**src/rtl/spi_pkg.sv**
```systemverilog
// rtl/spi_pkg.sv - shared types and helpers for the SPI transfer sequencer
package spi_pkg;

  localparam int SPI_BYTE_W = 8;

  typedef enum logic [1:0] {
    ST_IDLE = 2'd0,
    ST_WAIT = 2'd1,
    ST_GAP  = 2'd2
  } xfer_state_t;

  // Occupancy needs one extra bit so that "full" (== depth) is representable.
  function automatic int level_w(input int depth);
    return $clog2(depth) + 1;
  endfunction

endpackage

```
**src/rtl/sync_fifo.sv**
```systemverilog
// rtl/sync_fifo.sv - show-ahead synchronous FIFO with occupancy output
// Push while full is accepted only when a pop happens on the same clk.
module sync_fifo
  import spi_pkg::*;
#(
  parameter int DATA_W = 8,
  parameter int DEPTH  = 8
) (
  input  logic                      i_clk,
  input  logic                      i_reset,
  input  logic                      i_push,
  input  logic [DATA_W-1:0]         i_wdata,
  input  logic                      i_pop,
  output logic [DATA_W-1:0]         o_rdata,
  output logic                      o_full,
  output logic                      o_empty,
  output logic [level_w(DEPTH)-1:0] o_level
);

  localparam int AW = $clog2(DEPTH);
  localparam int LW = level_w(DEPTH);

  logic [DATA_W-1:0] r_mem [DEPTH];
  logic [AW-1:0]     r_wr_ptr;
  logic [AW-1:0]     r_rd_ptr;
  logic [LW-1:0]     r_level;
  logic              w_do_push;
  logic              w_do_pop;

  assign o_level   = r_level;
  assign o_full    = (r_level == LW'(DEPTH));
  assign o_empty   = (r_level == '0);
  assign w_do_pop  = i_pop & ~o_empty;
  assign w_do_push = i_push & (~o_full | w_do_pop);
  assign o_rdata   = o_empty ? '0 : r_mem[r_rd_ptr];

  always_ff @(posedge i_clk) begin
    if (w_do_push) begin
      r_mem[r_wr_ptr] <= i_wdata;
    end
  end

  always_ff @(posedge i_clk) begin
    if (i_reset) begin
      r_wr_ptr <= '0;
      r_rd_ptr <= '0;
      r_level  <= '0;
    end else begin
      if (w_do_push) r_wr_ptr <= r_wr_ptr + AW'(1);
      if (w_do_pop)  r_rd_ptr <= r_rd_ptr + AW'(1);
      if (w_do_push && !w_do_pop) begin
        r_level <= r_level + LW'(1);
      end else if (!w_do_push && w_do_pop) begin
        r_level <= r_level - LW'(1);
      end
    end
  end

endmodule

```
**src/rtl/spi_xfer_sequencer.sv**
```systemverilog
// rtl/spi_xfer_sequencer.sv - byte-stream front end that launches one SPI master transfer per byte
// One transfer in flight at a time; an RX slot is reserved before each launch.
module spi_xfer_sequencer
  import spi_pkg::*;
#(
  parameter int DEPTH          = 8,
  parameter int GAP_CYCLES     = 2,
  parameter int TIMEOUT_CYCLES = 64
) (
  input  logic                      i_clk,
  input  logic                      i_reset,
  input  logic [SPI_BYTE_W-1:0]     i_tx_data,
  input  logic                      i_tx_valid,
  output logic                      o_tx_ready,
  output logic [SPI_BYTE_W-1:0]     o_rx_data,
  output logic                      o_rx_valid,
  input  logic                      i_rx_ready,
  output logic                      o_spi_start,
  output logic [SPI_BYTE_W-1:0]     o_spi_tx_byte,
  input  logic [SPI_BYTE_W-1:0]     i_spi_rx_byte,
  input  logic                      i_spi_done,
  output logic                      o_busy,
  output logic                      o_timeout_err,
  input  logic                      i_err_clr,
  output logic [level_w(DEPTH)-1:0] o_tx_level,
  output logic [level_w(DEPTH)-1:0] o_rx_level
);

  localparam int GW       = $clog2(GAP_CYCLES + 2);
  localparam int TW       = $clog2(TIMEOUT_CYCLES + 1);
  localparam int GAP_LAST = (GAP_CYCLES > 0) ? GAP_CYCLES - 1 : 0;

  xfer_state_t           r_state;
  logic                  r_spi_start;
  logic [SPI_BYTE_W-1:0] r_spi_tx_byte;
  logic                  r_timeout_err;
  logic [GW-1:0]         r_gap_cnt;
  logic [TW-1:0]         r_tmo_cnt;

  logic                  w_tx_empty;
  logic                  w_tx_full;
  logic [SPI_BYTE_W-1:0] w_tx_head;
  logic                  w_tx_pop;
  logic                  w_tx_ready;
  logic                  w_rx_empty;
  logic                  w_rx_full;
  logic                  w_rx_push;

  // Launch only when the RX FIFO can absorb the reply, so RX never overflows.
  assign w_tx_pop   = (r_state == ST_IDLE) & ~w_tx_empty & ~w_rx_full;
  assign w_tx_ready = ~w_tx_full | w_tx_pop;
  assign w_rx_push  = (r_state == ST_WAIT) & i_spi_done;

  assign o_tx_ready    = w_tx_ready;
  assign o_rx_valid    = ~w_rx_empty;
  assign o_spi_start   = r_spi_start;
  assign o_spi_tx_byte = r_spi_tx_byte;
  assign o_timeout_err = r_timeout_err;
  assign o_busy        = (r_state != ST_IDLE) | ~w_tx_empty;

  sync_fifo #(.DATA_W(SPI_BYTE_W), .DEPTH(DEPTH)) u_tx_fifo (
    .i_clk   (i_clk),
    .i_reset (i_reset),
    .i_push  (i_tx_valid & w_tx_ready),
    .i_wdata (i_tx_data),
    .i_pop   (w_tx_pop),
    .o_rdata (w_tx_head),
    .o_full  (w_tx_full),
    .o_empty (w_tx_empty),
    .o_level (o_tx_level)
  );

  sync_fifo #(.DATA_W(SPI_BYTE_W), .DEPTH(DEPTH)) u_rx_fifo (
    .i_clk   (i_clk),
    .i_reset (i_reset),
    .i_push  (w_rx_push),
    .i_wdata (i_spi_rx_byte),
    .i_pop   (i_rx_ready),
    .o_rdata (o_rx_data),
    .o_full  (w_rx_full),
    .o_empty (w_rx_empty),
    .o_level (o_rx_level)
  );

  always_ff @(posedge i_clk) begin
    if (i_reset) begin
      r_state       <= ST_IDLE;
      r_spi_start   <= 1'b0;
      r_spi_tx_byte <= '0;
      r_timeout_err <= 1'b0;
      r_gap_cnt     <= '0;
      r_tmo_cnt     <= '0;
    end else begin
      r_spi_start <= 1'b0;
      if (i_err_clr) r_timeout_err <= 1'b0;
      case (r_state)
        ST_IDLE: begin
          if (w_tx_pop) begin
            r_spi_tx_byte <= w_tx_head;
            r_spi_start   <= 1'b1;
            r_tmo_cnt     <= '0;
            r_state       <= ST_WAIT;
          end
        end
        ST_WAIT: begin
          // A done arriving on the timeout clk still completes the transfer.
          if (i_spi_done) begin
            r_gap_cnt <= '0;
            r_state   <= (GAP_CYCLES == 0) ? ST_IDLE : ST_GAP;
          end else if (r_tmo_cnt == TW'(TIMEOUT_CYCLES - 1)) begin
            r_timeout_err <= 1'b1;
            r_state       <= ST_IDLE;
          end else begin
            r_tmo_cnt <= r_tmo_cnt + TW'(1);
          end
        end
        ST_GAP: begin
          if (r_gap_cnt == GW'(GAP_LAST)) begin
            r_state <= ST_IDLE;
          end else begin
            r_gap_cnt <= r_gap_cnt + GW'(1);
          end
        end
        default: r_state <= ST_IDLE;
      endcase
    end
  end

endmodule

```
**config.mk**
```make
export PLATFORM = sky130hd
export DESIGN_NAME = spi_xfer_sequencer
export DESIGN_NICKNAME = d
export VERILOG_FILES = /design/src/rtl/spi_pkg.sv /design/src/rtl/sync_fifo.sv /design/src/rtl/spi_xfer_sequencer.sv
export SDC_FILE = /design/constraint.sdc
export NUM_CORES = 1
export LEC_CHECK = 0
export BUFFER_PORTS_ARGS = -buffer_cell sky130_fd_sc_hd__buf_2
export CAP_MARGIN = 10
export CORE_ASPECT_RATIO = 1.25
export CORE_UTILIZATION = 50
export CTS_CLUSTER_DIAMETER = 150
export CTS_CLUSTER_SIZE = 25
export DETAILED_ROUTE_END_ITERATION = 12
export HOLD_SLACK_MARGIN = 0.08
export PLACE_DENSITY_LB_ADDON = 0.05
export SLEW_MARGIN = 20
export SYNTH_ARGS = -nofsm -noshare
export SYNTH_HDL_FRONTEND = slang
export SYNTH_SLANG_ARGS = --single-unit
```
**constraint.sdc**
```tcl
create_clock -name i_clk -period 3.1 [get_ports i_clk]
set_input_delay 0.93 -clock i_clk [delete_from_list [all_inputs] [get_ports i_clk]]
set_output_delay 0.93 -clock i_clk [all_outputs]
set_load 0.02 [all_outputs]
```
Word-level counts from Yosys, hierarchy flattened
Memories as Yosys holds them, arrays and structs flattened. A register that Yosys moved wholly into a read port is not among the register bits.
Cells that the tools add are included.
{"block": "word_totals", "reg_bits": 33, "ramBits": 128, "in_bits": 22, "output_inout_bits": 29, "n_memories": 2}
{"name": "u_rx_fifo.r_mem", "depth": 8, "width": 8, "read_ports": 1, "rd_clocked_by_memory_dff": 1, "write_ports": 1, "line": "sync_fifo.sv:23", "text": "logic [DATA_W-1:0] r_mem [DEPTH];"}
{"name": "u_tx_fifo.r_mem", "depth": 8, "width": 8, "read_ports": 1, "rd_clocked_by_memory_dff": 1, "write_ports": 1, "line": "sync_fifo.sv:23"}
{"block": "op_classes", "add_sub_neg": 10, "eq_ne": 13, "n_mux": 28, "bitwise": 17, "n_reduce_logical": 21}
{"op": "$mux W7", "count": 3}
{"op": "$mux W4", "count": 4}
{"op": "$pmux W7 S2", "count": 1}
{"op": "$add A3 B1 Y3 const B", "count": 4}
{"op": "$mux W2", "count": 6}
{"op": "$ne A2 B2 Y1 const B", "count": 5}
{"op": "$reduce_bool A2 Y1", "count": 5}
{"op": "$mux W1", "count": 9}
{"op": "$add A4 B1 Y4 const B", "count": 2}
{"op": "$and A1 B1 Y1", "count": 8}
{"op": "$eq A4 B4 Y1 const B", "count": 2}
{"op": "$logic_not A4 Y1", "count": 2}
{"op": "$mux W8", "count": 1}
{"op": "$sub A4 B1 Y4 const B", "count": 2}
{"op": "$add A7 B1 Y7 const B", "count": 1}
{"op": "$eq A7 B6 Y1 const B", "count": 1}
{"op": "$mux W3", "count": 2}
{"op": "$pmux W2 S3", "count": 1}
{"op": "$reduce_and A3 Y1", "count": 2}
{"op": "$not A1 Y1", "count": 5}
{"op": "$eq A2 B1 Y1 const B", "count": 2}
{"op": "$logic_and A1 B1 Y1", "count": 4}
{"op": "$logic_not A1 Y1", "count": 4}
{"op": "$or A1 B1 Y1", "count": 4}
{"op": "other kinds (9)", "count": 9}

Logic depth before layout (Yosys ltp)
Gate-level depths: netlist (run 1).
{"block": "depth", "ltp_word": 11, "mapped_depth": 12, "depth_no_buf": 11}

Cells and area by module
From an unflattened synthesis (run 1), not the netlist that was laid out.
{"block": "unflattened", "cells_unflattened": 467, "area_unflattened_um2": 7126.8}
{"mod": "sync_fifo", "n_inst": 2, "cells_each": 174, "area_each_um2": 3093.0, "seq_area_each_um2": 2182.1}
{"mod": "spi_xfer_sequencer", "n_inst": 1, "cells_each": 119, "area_each_um2": 940.9, "seq_area_each_um2": 420.4}

Least setup slack after synthesis (run 1)
OpenSTA, ideal clock, no wires.
{"block": "synth_timing", "kind": "register -> register", "start": "register u_rx_fifo.r_level[0], in the netlist u_rx_fifo.o_level[0]", "end": "register u_tx_fifo.r_level[3], in the netlist u_tx_fifo.o_level[3]", "t_arrival_ns": 2.801, "required_ns": 2.979, "slack_ns": 0.178, "path_stages_with_launch": 12, "period_less_slack_ns": 2.922, "cell_sequence": "dfxtp_1 > or4b_4 > a21o_1 > nand2_2 > inv_1 > ha_1 > inv_1 > ha_1 > a21oi_1 > a211oi_1 > a31oi_1 > mux2_2"}
{"block": "synth_via", "elab_chain_len": 9, "word_cells_on_any_way": 14, "cone_classes": "1 x eq/ne; 1 x mux; 7 x bitwise; 5 x reduce/logical"}
{"element": "start, declared", "line": "sync_fifo.sv:26", "text": "logic [LW-1:0] r_level;"}
{"element": "start signal, assigned", "line": "sync_fifo.sv:52", "text": "r_level <= r_level + LW'(1);"}
{"element": "start signal, assigned", "line": "sync_fifo.sv:54", "text": "r_level <= r_level - LW'(1);"}
{"element": "$eq A4 B4 Y1 *", "line": "sync_fifo.sv:31", "text": "assign o_full = (r_level == LW'(DEPTH));"}
{"element": "$not A1 Y1 *", "line": "spi_xfer_sequencer.sv:50", "text": "assign w_tx_pop = (r_state == ST_IDLE) & ~w_tx_empty & ~w_rx_full;"}
{"element": "$and A1 B1 Y1 *", "line": "spi_xfer_sequencer.sv:50"}
{"element": "$or A1 B1 Y1 *", "line": "spi_xfer_sequencer.sv:51", "text": "assign w_tx_ready = ~w_tx_full | w_tx_pop;"}
{"element": "net o_tx_ready", "line": "spi_xfer_sequencer.sv:14", "text": "output logic o_tx_ready,"}
{"element": "$and A1 B1 Y1 *", "line": "spi_xfer_sequencer.sv:64", "text": ".i_push (i_tx_valid & w_tx_ready),"}
{"element": "$and A1 B1 Y1 *", "line": "sync_fifo.sv:34", "text": "assign w_do_push = i_push & (~o_full | w_do_pop);"}
{"element": "net u_tx_fifo.w_do_push", "line": "sync_fifo.sv:27", "text": "logic w_do_push;"}
{"element": "$logic_not A1 Y1", "line": "sync_fifo.sv:53", "text": "end else if (!w_do_push && w_do_pop) begin"}
{"element": "$logic_and A1 B1 Y1", "line": "sync_fifo.sv:53"}
{"element": "$reduce_bool A2 Y1 (no source line)"}
{"element": "end signal, assigned", "line": "sync_fifo.sv:52"}
{"element": "end signal, assigned", "line": "sync_fifo.sv:54"}
{"element": "end, declared", "line": "sync_fifo.sv:26"}
The timed path passes the listed nets; every way through them passes the cells marked *.
A chain may end at the register's enable or synchronous reset.

==> impl_results.rst, run 1 <==
.. list-table::
   :header-rows: 1

   * - Metric
     - Value
   * - Result of the run
     - complete, no violations
   * - Die W
     - 107 µm
   * - Part of the Yosys area used for sequential elements
     - about two thirds
   * - Via count of the routed design
     - 3873
   * - Die height
     - between 100 and 150 µm
   * - Fraction of registers with async set/reset
     - 0%
   * - Fraction of final layout cells with drive strength greater than 1
     - roughly 29%
   * - Yosys cell types
     - 50
   * - Number of fill cells
     - ~1100
   * - Number of diodes added for antenna fixing
     - 0
   * - Antenna violations before repair
     - 0
   * - Type of element launching the critical path
     - flip-flop
   * - Fin Setup TNS
     - 0 ns
   * - Drt pass-1 iters
     - 4
   * - MaxCap Viol Count
     - 0
   * - DRC violations left
     - 0
   * - Remaining max-slew budget at the tightest pin
     - a little under two fifths
   * - Share of Yosys cell area claimed by the top area cell type
     - a little under three fifths
   * - Crit-path leading delay family
     - multiplexers
   * - Clock tree from TritonCTS
     - done
   * - Combined area of all synthesized cells
     - a little under 0.007 mm²
   * - Number of buffer cells added on primary ports
     - 50
   * - Avg Vias per Cell
     - around 5.5
   * - Number of nets with antenna violations after routing
     - 0
   * - CP Capture Type
     - output pin
   * - Mean area per synthesized cell
     - roughly 16 µm²
   * - Final routed wirelength across all metal layers
     - between 10000 and 15000 µm
   * - Row count
     - 47
   * - Final routed wire length divided by cell count
     - ~18 µm
   * - Violation count after the first detailed-route iteration
     - between 200 and 250
   * - Critical path arrival
     - ~2.0 ns
   * - TritonCTS Sinks
     - 172
   * - Cell at the root of the clock tree
     - sky130_fd_sc_hd__clkbuf_16
   * - Synth area leader
     - sky130_fd_sc_hd__edfxtp_1
   * - Setup Viol. Count Final
     - 0
   * - Total core area
     - between 0.01 and 0.015 mm²
   * - Synth-to-Final Area Change
     - 17.3%
   * - Final Hold Violating Endpoints
     - 0
   * - Power density cells
     - between 800 and 900 mW/mm²
   * - Startpoint-to-endpoint class of the critical path
     - reg2out
   * - Global-route wire length before repair
     - between 20000 and 25000 µm
   * - Source-to-sink clock delay at the later pin of the worst-skew pair
     - between 0.4 and 0.5 ns
   * - Buffer count from post-CTS setup fixing
     - 0
   * - Global placer's final weighted congestion
     - 0.796
   * - Post-synth EDFFs
     - between 100 and 150
   * - Starting Density
     - around half
   * - Number of H-tree branching levels
     - 4
   * - Cell count after synthesis
     - between 400 and 500
   * - Slew at the pin closest to its max-slew limit
     - around 0.94 ns
   * - Slowest-stage cell, CP
     - sky130_fd_sc_hd__mux4_2
   * - Maximum clock frequency
     - roughly 0.34 GHz
   * - Sequential Area
     - 0.00473 mm²
   * - Most common cell in the synthesized netlist
     - sky130_fd_sc_hd__edfxtp_1
   * - Cells taking the most area after synthesis
     - sky130_fd_sc_hd__edfxtp_1, sky130_fd_sc_hd__dfxtp_1, sky130_fd_sc_hd__mux4_2
   * - Post-synthesis register bit count
     - 172
   * - Top cells by count, synth
     - sky130_fd_sc_hd__edfxtp_1, sky130_fd_sc_hd__nor2_1, sky130_fd_sc_hd__dfxtp_1
   * - Area used by multi-input combinational logic
     - roughly 0.0021 mm²
   * - Cell leakage power
     - roughly 0.0028 µW
   * - Total number of yosys warnings
     - 0
   * - Min Clock Period, post-route
     - 2.92 ns
   * - Total CTS buffers
     - 17
   * - Number of buffers on the longest clock path
     - 2
   * - Buffer and inverter count on the worst path
     - 2
   * - Overall global routing resource usage
     - 19.6%
   * - Net count, final
     - ~550
   * - Crit-path max cell delay
     - roughly 0.55 ns
   * - Clk pin slew, worst setup/hold paths
     - ~0.070 ns
   * - Post-synthesis net count
     - between 400 and 500
   * - Crit path required time
     - around 2.2 ns
   * - Via count of the first global-routing pass
     - 3983
   * - Highest ir drop seen on vdd
     - 462 µV
   * - Maximum number of pins on one net before global-route repair
     - 31
   * - Classification of the worst-slack hold path
     - reg2reg
   * - Remaining global-route overflow
     - 0
   * - Crit-path cells
     - buf_4 > mux4_2 > mux2i_1 > nor2_1 > buf_2
   * - Max-slew violations
     - 0
   * - Worst clock skew on the final layout
     - 0.00883 ns
   * - Most frequently used flop master after synthesis
     - sky130_fd_sc_hd__edfxtp_1
   * - Final cycle utilization of the critical path
     - 94.3%
   * - Area of the die
     - around 0.014 mm²
   * - Detail Placement HPWL
     - a little under 9000 µm
   * - Crit Path Max Fanout
     - 16
   * - Final core utilization
     - about three fifths
   * - I/O pins
     - 51
## worst reg2reg max path: stages, from the launching register on
cell	delay, ns
sky130_fd_sc_hd__dfxtp_1	0.40
sky130_fd_sc_hd__or4b_4	0.54
sky130_fd_sc_hd__a21o_4	0.25
sky130_fd_sc_hd__nand2_2	0.11
sky130_fd_sc_hd__inv_1	0.10
sky130_fd_sc_hd__ha_1	0.20
sky130_fd_sc_hd__inv_1	0.13
sky130_fd_sc_hd__ha_1	0.30
sky130_fd_sc_hd__a21oi_2	0.17
sky130_fd_sc_hd__a211oi_1	0.09
sky130_fd_sc_hd__a31oi_1	0.18
sky130_fd_sc_hd__mux2_2	0.35
## routing by layer
| metal | vias to the layer above | GRT usage [%] | share of wire [%] |
|---|---|---|---|
| li1 | 1843 | - | - |
| met1 | 1936 | 21.7 | 40 |
| met2 | 81 | 35.9 | 56 |
| met3 | 13 | 5.10 | 3.5 |
| met4 | 0 | 7.00 | 1.1 |
| met5 | - | 0 | 0 |
## final timing paths
path | start | to | slack (ns) | depth (start not counted)
max | flip-flop | o_rx_data[2] | 0.18 | 5
min | r_tmo_cnt[6] | r_tmo_cnt[6] | 0.48 | 1
max reg2reg | u_rx_fifo.o_level[3] | u_tx_fifo.o_level[3] | 0.19 | 11
min reg2reg | r_tmo_cnt[6] | r_tmo_cnt[6] | 0.48 | 1
## state kept, by name, summed over array words and instances, names as in the netlist, 3 cells and up, named ones only
register / count
u_rx_fifo.r_mem: 64
u_tx_fifo.r_rd_ptr: 3
u_rx_fifo.r_wr_ptr: 3
r_tmo_cnt: 7
u_tx_fifo.o_level: 4
o_spi_tx_byte: 8
u_tx_fifo.r_wr_ptr: 3
u_rx_fifo.r_rd_ptr: 3
u_rx_fifo.o_level: 4
u_tx_fifo.r_mem: 64
## where the power goes
group	internal, µW	total [µW]	switching, µW
clock	1280	2160	879
combinational	937	2150	1220
sequential	2680	2860	181
## cell usage in the layout, fill, tap and decap left out, types with 3 or more instances in the layout
cell	synthesis	layout
sky130_fd_sc_hd__a211oi_1	10	10
sky130_fd_sc_hd__a21oi_1	14	13
sky130_fd_sc_hd__a311oi_1	4	4
sky130_fd_sc_hd__a31oi_1	3	3
sky130_fd_sc_hd__buf_2	6	50
sky130_fd_sc_hd__buf_4	1	29
sky130_fd_sc_hd__bufinv_16	0	3
sky130_fd_sc_hd__clkbuf_16	0	17
sky130_fd_sc_hd__dfxtp_1	44	43
sky130_fd_sc_hd__edfxtp_1	128	128
sky130_fd_sc_hd__ha_1	12	12
sky130_fd_sc_hd__inv_1	7	7
sky130_fd_sc_hd__inv_6	0	3
sky130_fd_sc_hd__mux2i_1	19	19
sky130_fd_sc_hd__mux4_2	32	32
sky130_fd_sc_hd__nand2_1	13	13
sky130_fd_sc_hd__nand2b_1	9	9
sky130_fd_sc_hd__nand3_1	10	10
sky130_fd_sc_hd__nor2_1	50	50
sky130_fd_sc_hd__nor2b_1	6	6
sky130_fd_sc_hd__nor3_1	10	10
sky130_fd_sc_hd__o211ai_1	3	3
sky130_fd_sc_hd__o21ai_0	4	4
sky130_fd_sc_hd__xnor2_1	4	4
sky130_fd_sc_hd__xor2_1	5	5
## area by class of cell
type                            instances  share of cell area [%]
Tap cell                              171                    2.63
Clock buffer                           17                    5.22
Clock inverter                         15                    2.26
Timing Repair Buffer                   79                    5.74
Sequential cell                       172                    58.0
Multi-Input combinational cell        237                    25.8
Inverter                                8                   0.384
## cell families after synthesis
logic type,synth area share [%]
AOI/OAI and AO/OA,4.49
xor gates and xnor gates,1.13
adders and majority gates,2.74
buffers and inverters,1.93
DFF,68.0
muxes,13.4
and+or+nand+nor,8.25
## metrics by stage
step	cell area [µm²]	total power (µW)	cells	setup slack, ns	hold WS, ns
finish	8150	7170	699	0.177	0.476
global route	8150	7580	699	-0.00484	0.491
CTS	8130	7260	699	0.106	0.478
detailed placement	7520	5090	667	0.139	0.469
global placement	7520	5030	667	0.225	0.468
floorplan	6950	4490	439	0.178	0.453
## timing repair
item | in CTS | in global routing
hold buffers | 0 | 0
setup endpoints to repair | 0 | 1
resized for setup | 0 | 3
Power figures use the tool's default switching activity.
==> run 2, diff against run 1 <==
CORE_ASPECT_RATIO = 0.6   (was 1.25)
TNS_END_PERCENT = 5   (was default)
==> run 2 against run 1 <==
  * Register-to-register slack worse by 0.05 ns
  * Clock skew up 0.0024 ns
  * Flip-flop and latch count unchanged
  * Clock power down 2%
  * Critical path depth up 6
  * Final cell count down 0.14%
  * Via count up 1.4%
  * Maximum frequency down 1.4%
  * Routed wire length up 8.9%
  * Power up 0.67%
  * Die area about the same
  * Sequential power about the same
  * Largest cell class unchanged
  * Highest routed layer unchanged
==> impl_results.rst, run 2 (synthesized netlist as in run 1, its figures left out) <==
.. list-table::
   :header-rows: 1

   * - Metric
     - Value
   * - Pint
     - 4850 µW (was 4900 µW)
   * - Power density cells
     - 886 mW/mm² (was 881 mW/mm²)
   * - Global-route wire length before repair
     - 22100 µm (was 20500 µm)
   * - Avg Vias per Cell
     - 5.62 (was 5.54)
   * - Overall global routing resource usage
     - 21.4% (was 19.6%)
   * - DRC violations left
     - 0 (unchanged)
   * - Fraction of final layout cells with drive strength greater than 1
     - 29.5% (was 29.2%)
   * - Type of element launching the critical path
     - flip-flop (unchanged)
   * - Crit path required time
     - 3.41 ns (was 2.17 ns)
   * - Clock tree from TritonCTS
     - done (unchanged)
   * - Net count, final
     - 551 (unchanged)
   * - Detail Placement HPWL
     - 9540 µm (was 8840 µm)
   * - Source-to-sink clock delay at the later pin of the worst-skew pair
     - 0.42 ns (about the same)
   * - Fin Setup TNS
     - 0 ns (unchanged)
   * - FF-to-FF End
     - u_tx_fifo.o_level[3] (unchanged)
   * - Net switching power of the design
     - 2370 µW (was 2280 µW)
   * - Cell leakage power
     - 0.00283 µW (about the same)
   * - CP Capture Type
     - flip-flop (was output pin)
   * - Antenna violations before repair
     - 0 (unchanged)
   * - Cell at the root of the clock tree
     - sky130_fd_sc_hd__clkbuf_16 (unchanged)
   * - Busiest layer in global routing
     - met1 (was met2)
   * - Highest ir drop seen on vdd
     - 538 µV (was 462 µV)
   * - Most common cell after layout, fill and taps aside
     - sky130_fd_sc_hd__edfxtp_1 (unchanged)
   * - Worst-case register-to-register setup slack
     - 0.14 ns (was 0.19 ns)
   * - Remaining max-slew budget at the tightest pin
     - 39.0% (was 37.1%)
   * - Starting Density
     - 52.7% (was 51.8%)
   * - Drt pass-1 iters
     - 4 (unchanged)
   * - Startpoint-to-endpoint class of the critical path
     - reg2reg (was reg2out)
   * - Fraction of met1 tracks used by global routing
     - 33.3% (was 21.7%)
   * - Number of diodes added for antenna fixing
     - 0 (unchanged)
   * - Via count of the routed design
     - 3926 (was 3873)
   * - Clock power frac
     - 29.3% (was 30.1%)
   * - Final routed wire length divided by cell count
     - 19.9 µm (was 18.3 µm)
   * - Gate power share
     - 31.0% (was 30.0%)
   * - Top library cells by usage in the layout, fill and taps aside
     - sky130_fd_sc_hd__edfxtp_1, sky130_fd_sc_hd__nor2_1, sky130_fd_sc_hd__buf_2 (unchanged)
   * - Number of nets with antenna violations after routing
     - 0 (unchanged)
   * - Final cycle utilization of the critical path
     - 95.6% (was 94.3%)
   * - Met2 capacity usage during global routing
     - 29.5% (was 35.9%)
   * - Unrepaired setup endpoints after global routing
     - false
   * - Synth-to-Final Area Change
     - 17.4% (was 17.3%)
   * - Count of hold buffers inserted by post-cts repair
     - 0 (unchanged)
   * - Min Clock Period, post-route
     - 2.96 ns (was 2.92 ns)
   * - Final core utilization
     - 61.9% (was 60.8%)
   * - Number of buffers on the longest clock path
     - 2 (unchanged)
   * - Cells on Worst Hold Path
     - 1 (unchanged)
   * - MaxCap Viol Count
     - 0 (unchanged)
   * - Max-slew violations
     - 0 (unchanged)
   * - Part of the total power dissipated in sequential elements
     - 39.6% (was 39.9%)
   * - Crit Path Max Fanout
     - 6 (was 16)
   * - Slew at the pin closest to its max-slew limit
     - 0.914 ns (was 0.943 ns)
   * - Critical path arrival
     - 3.28 ns (was 1.99 ns)
   * - Classification of the worst-slack hold path
     - reg2reg (unchanged)
   * - Result of the run
     - complete, no violations (unchanged)
   * - Violation count after the first detailed-route iteration
     - 253 (was 222)
   * - Met3 track utilization from global routing
     - 4.22% (was 5.10%)
   * - Fraction of power spent switching nets
     - 32.9% (was 31.7%)
   * - Global placer's final weighted congestion
     - 0.768 (was 0.796)
   * - Number of fill cells
     - 963 (was 1067)
   * - Maximum number of pins on one net before global-route repair
     - 30 (was 31)
   * - I/O pins
     - 51 (unchanged)
   * - Via count of the first global-routing pass
     - 3976 (was 3983)
   * - Final Hold Violating Endpoints
     - 0 (unchanged)
   * - Total CTS buffers
     - 17 (unchanged)
   * - Final routed wirelength across all metal layers
     - 13900 µm (was 12800 µm)
   * - Start of the worst register-to-register path
     - u_rx_fifo.o_level[1] (was u_rx_fifo.o_level[3])
   * - Clk pin slew, worst setup/hold paths
     - 0.06 ns (was 0.07 ns)
   * - Number of cells on the worst reg-to-reg path
     - 11 (unchanged)
   * - Die W
     - 154 µm (was 107 µm)
   * - Area of the die
     - 0.0144 mm² (about the same)
   * - Worst min-delay path endpoint
     - r_tmo_cnt[6] (unchanged)
   * - Row count
     - 32 (was 47)
   * - Remaining global-route overflow
     - 0 (unchanged)
   * - Number of buffer cells added on primary ports
     - 50 (unchanged)
   * - Die height
     - 93.3 µm (was 134 µm)
   * - Number of H-tree branching levels
     - 4 (unchanged)
   * - Maximum clock frequency
     - 0.337 GHz (was 0.342 GHz)
   * - Launch point of the worst hold path
     - r_tmo_cnt[6] (unchanged)
   * - Total core area
     - 0.0132 mm² (was 0.0134 mm²)
   * - Setup Viol. Count Final
     - 0 (unchanged)
   * - Worst clock skew on the final layout
     - 0.0112 ns (was 0.00883 ns)
   * - TritonCTS Sinks
     - 172 (unchanged)
[run 2: cell count changes in the layout (fill, tap and decap cells not counted), moves of 2 or more]
cell | before | now
sky130_fd_sc_hd__nor4_1 | 2 | 0
sky130_fd_sc_hd__buf_4 | 29 | 27
sky130_fd_sc_hd__inv_6 | 3 | 5
sky130_fd_sc_hd__buf_12 | 0 | 2
sky130_fd_sc_hd__clkinv_1 | 2 | 0
sky130_fd_sc_hd__nor4_2 | 1 | 3
[run 2: critical path: stages (launching register included)]
cell and delay, ns:
sky130_fd_sc_hd__dfxtp_1 0.38, sky130_fd_sc_hd__or4b_4 0.61, sky130_fd_sc_hd__a21o_4 0.25, sky130_fd_sc_hd__nand2_2 0.12, sky130_fd_sc_hd__inv_1 0.10, sky130_fd_sc_hd__ha_1 0.22
sky130_fd_sc_hd__inv_2 0.10, sky130_fd_sc_hd__ha_1 0.27, sky130_fd_sc_hd__a21oi_1 0.19, sky130_fd_sc_hd__a211oi_1 0.10, sky130_fd_sc_hd__a31oi_1 0.17, sky130_fd_sc_hd__mux2_2 0.35
[run 2: per-layer routing]
layer / up-vias / part of all wire [%]
li1: 1847 / -
met1: 1965 / 52
met2: 104 / 41
met3: 10 / 6.2
met4: 0 / 0.69
met5: - / 0
[run 2: worst max path at each step]
stage / endpoint / cells past startpoint / from / slack (ns)
detailed placement: u_tx_fifo.o_level[3] / 11 / u_rx_fifo.o_level[1] / 0.11
global placement: u_tx_fifo.o_level[3] / 11 / u_rx_fifo.o_level[1] / 0.19
floorplan: u_tx_fifo.o_level[3] / 11 / u_rx_fifo.o_level[0] / 0.18
finish: u_tx_fifo.o_level[3] / 11 / u_rx_fifo.o_level[1] / 0.14
CTS: u_tx_fifo.o_level[3] / 11 / u_rx_fifo.o_level[1] / 0.09
global route: u_rx_fifo.o_level[3] / 11 / u_rx_fifo.o_level[1] / 0.02
[run 2: power by group through the flow]
stage               Combinational, µW  Sequential (µW)  Clock (µW)
detailed placement               2230             2910           0
global placement                 2200             2900           0
finish                           2240             2860        2120
global route                     2470             2900        2260
CTS                              2250             2870        2160
floorplan                        1540             2950           0
[run 2: final cells by class]
type	count	area, µm²	area share, %
clock buffer	18	429	5.26
clock inverter	14	156	1.92
inverter	8	31.3	0.384
multi-input combinational	237	2110	25.8
sequential	172	4720	57.9
tap	170	213	2.61
timing repair buffer	79	493	6.05
[run 2: stage by stage]
stage	hold slack, ns	setup WS, ns	instances	power [µW]	instance area [µm²]
final	0.473	0.136	698	7220	8150
after global routing	0.488	0.0209	698	7620	8150
after CTS	0.473	0.0856	697	7270	8140
after detailed placement	0.466	0.106	665	5150	7550
after global placement	0.462	0.191	665	5100	7550
after floorplan	0.453	0.178	439	4490	6950
[run 2: what timing repair did]
item	in CTS	in global routing
gates resized for setup	0	2
setup endpoints to repair	0	1
buffers inserted	0	1
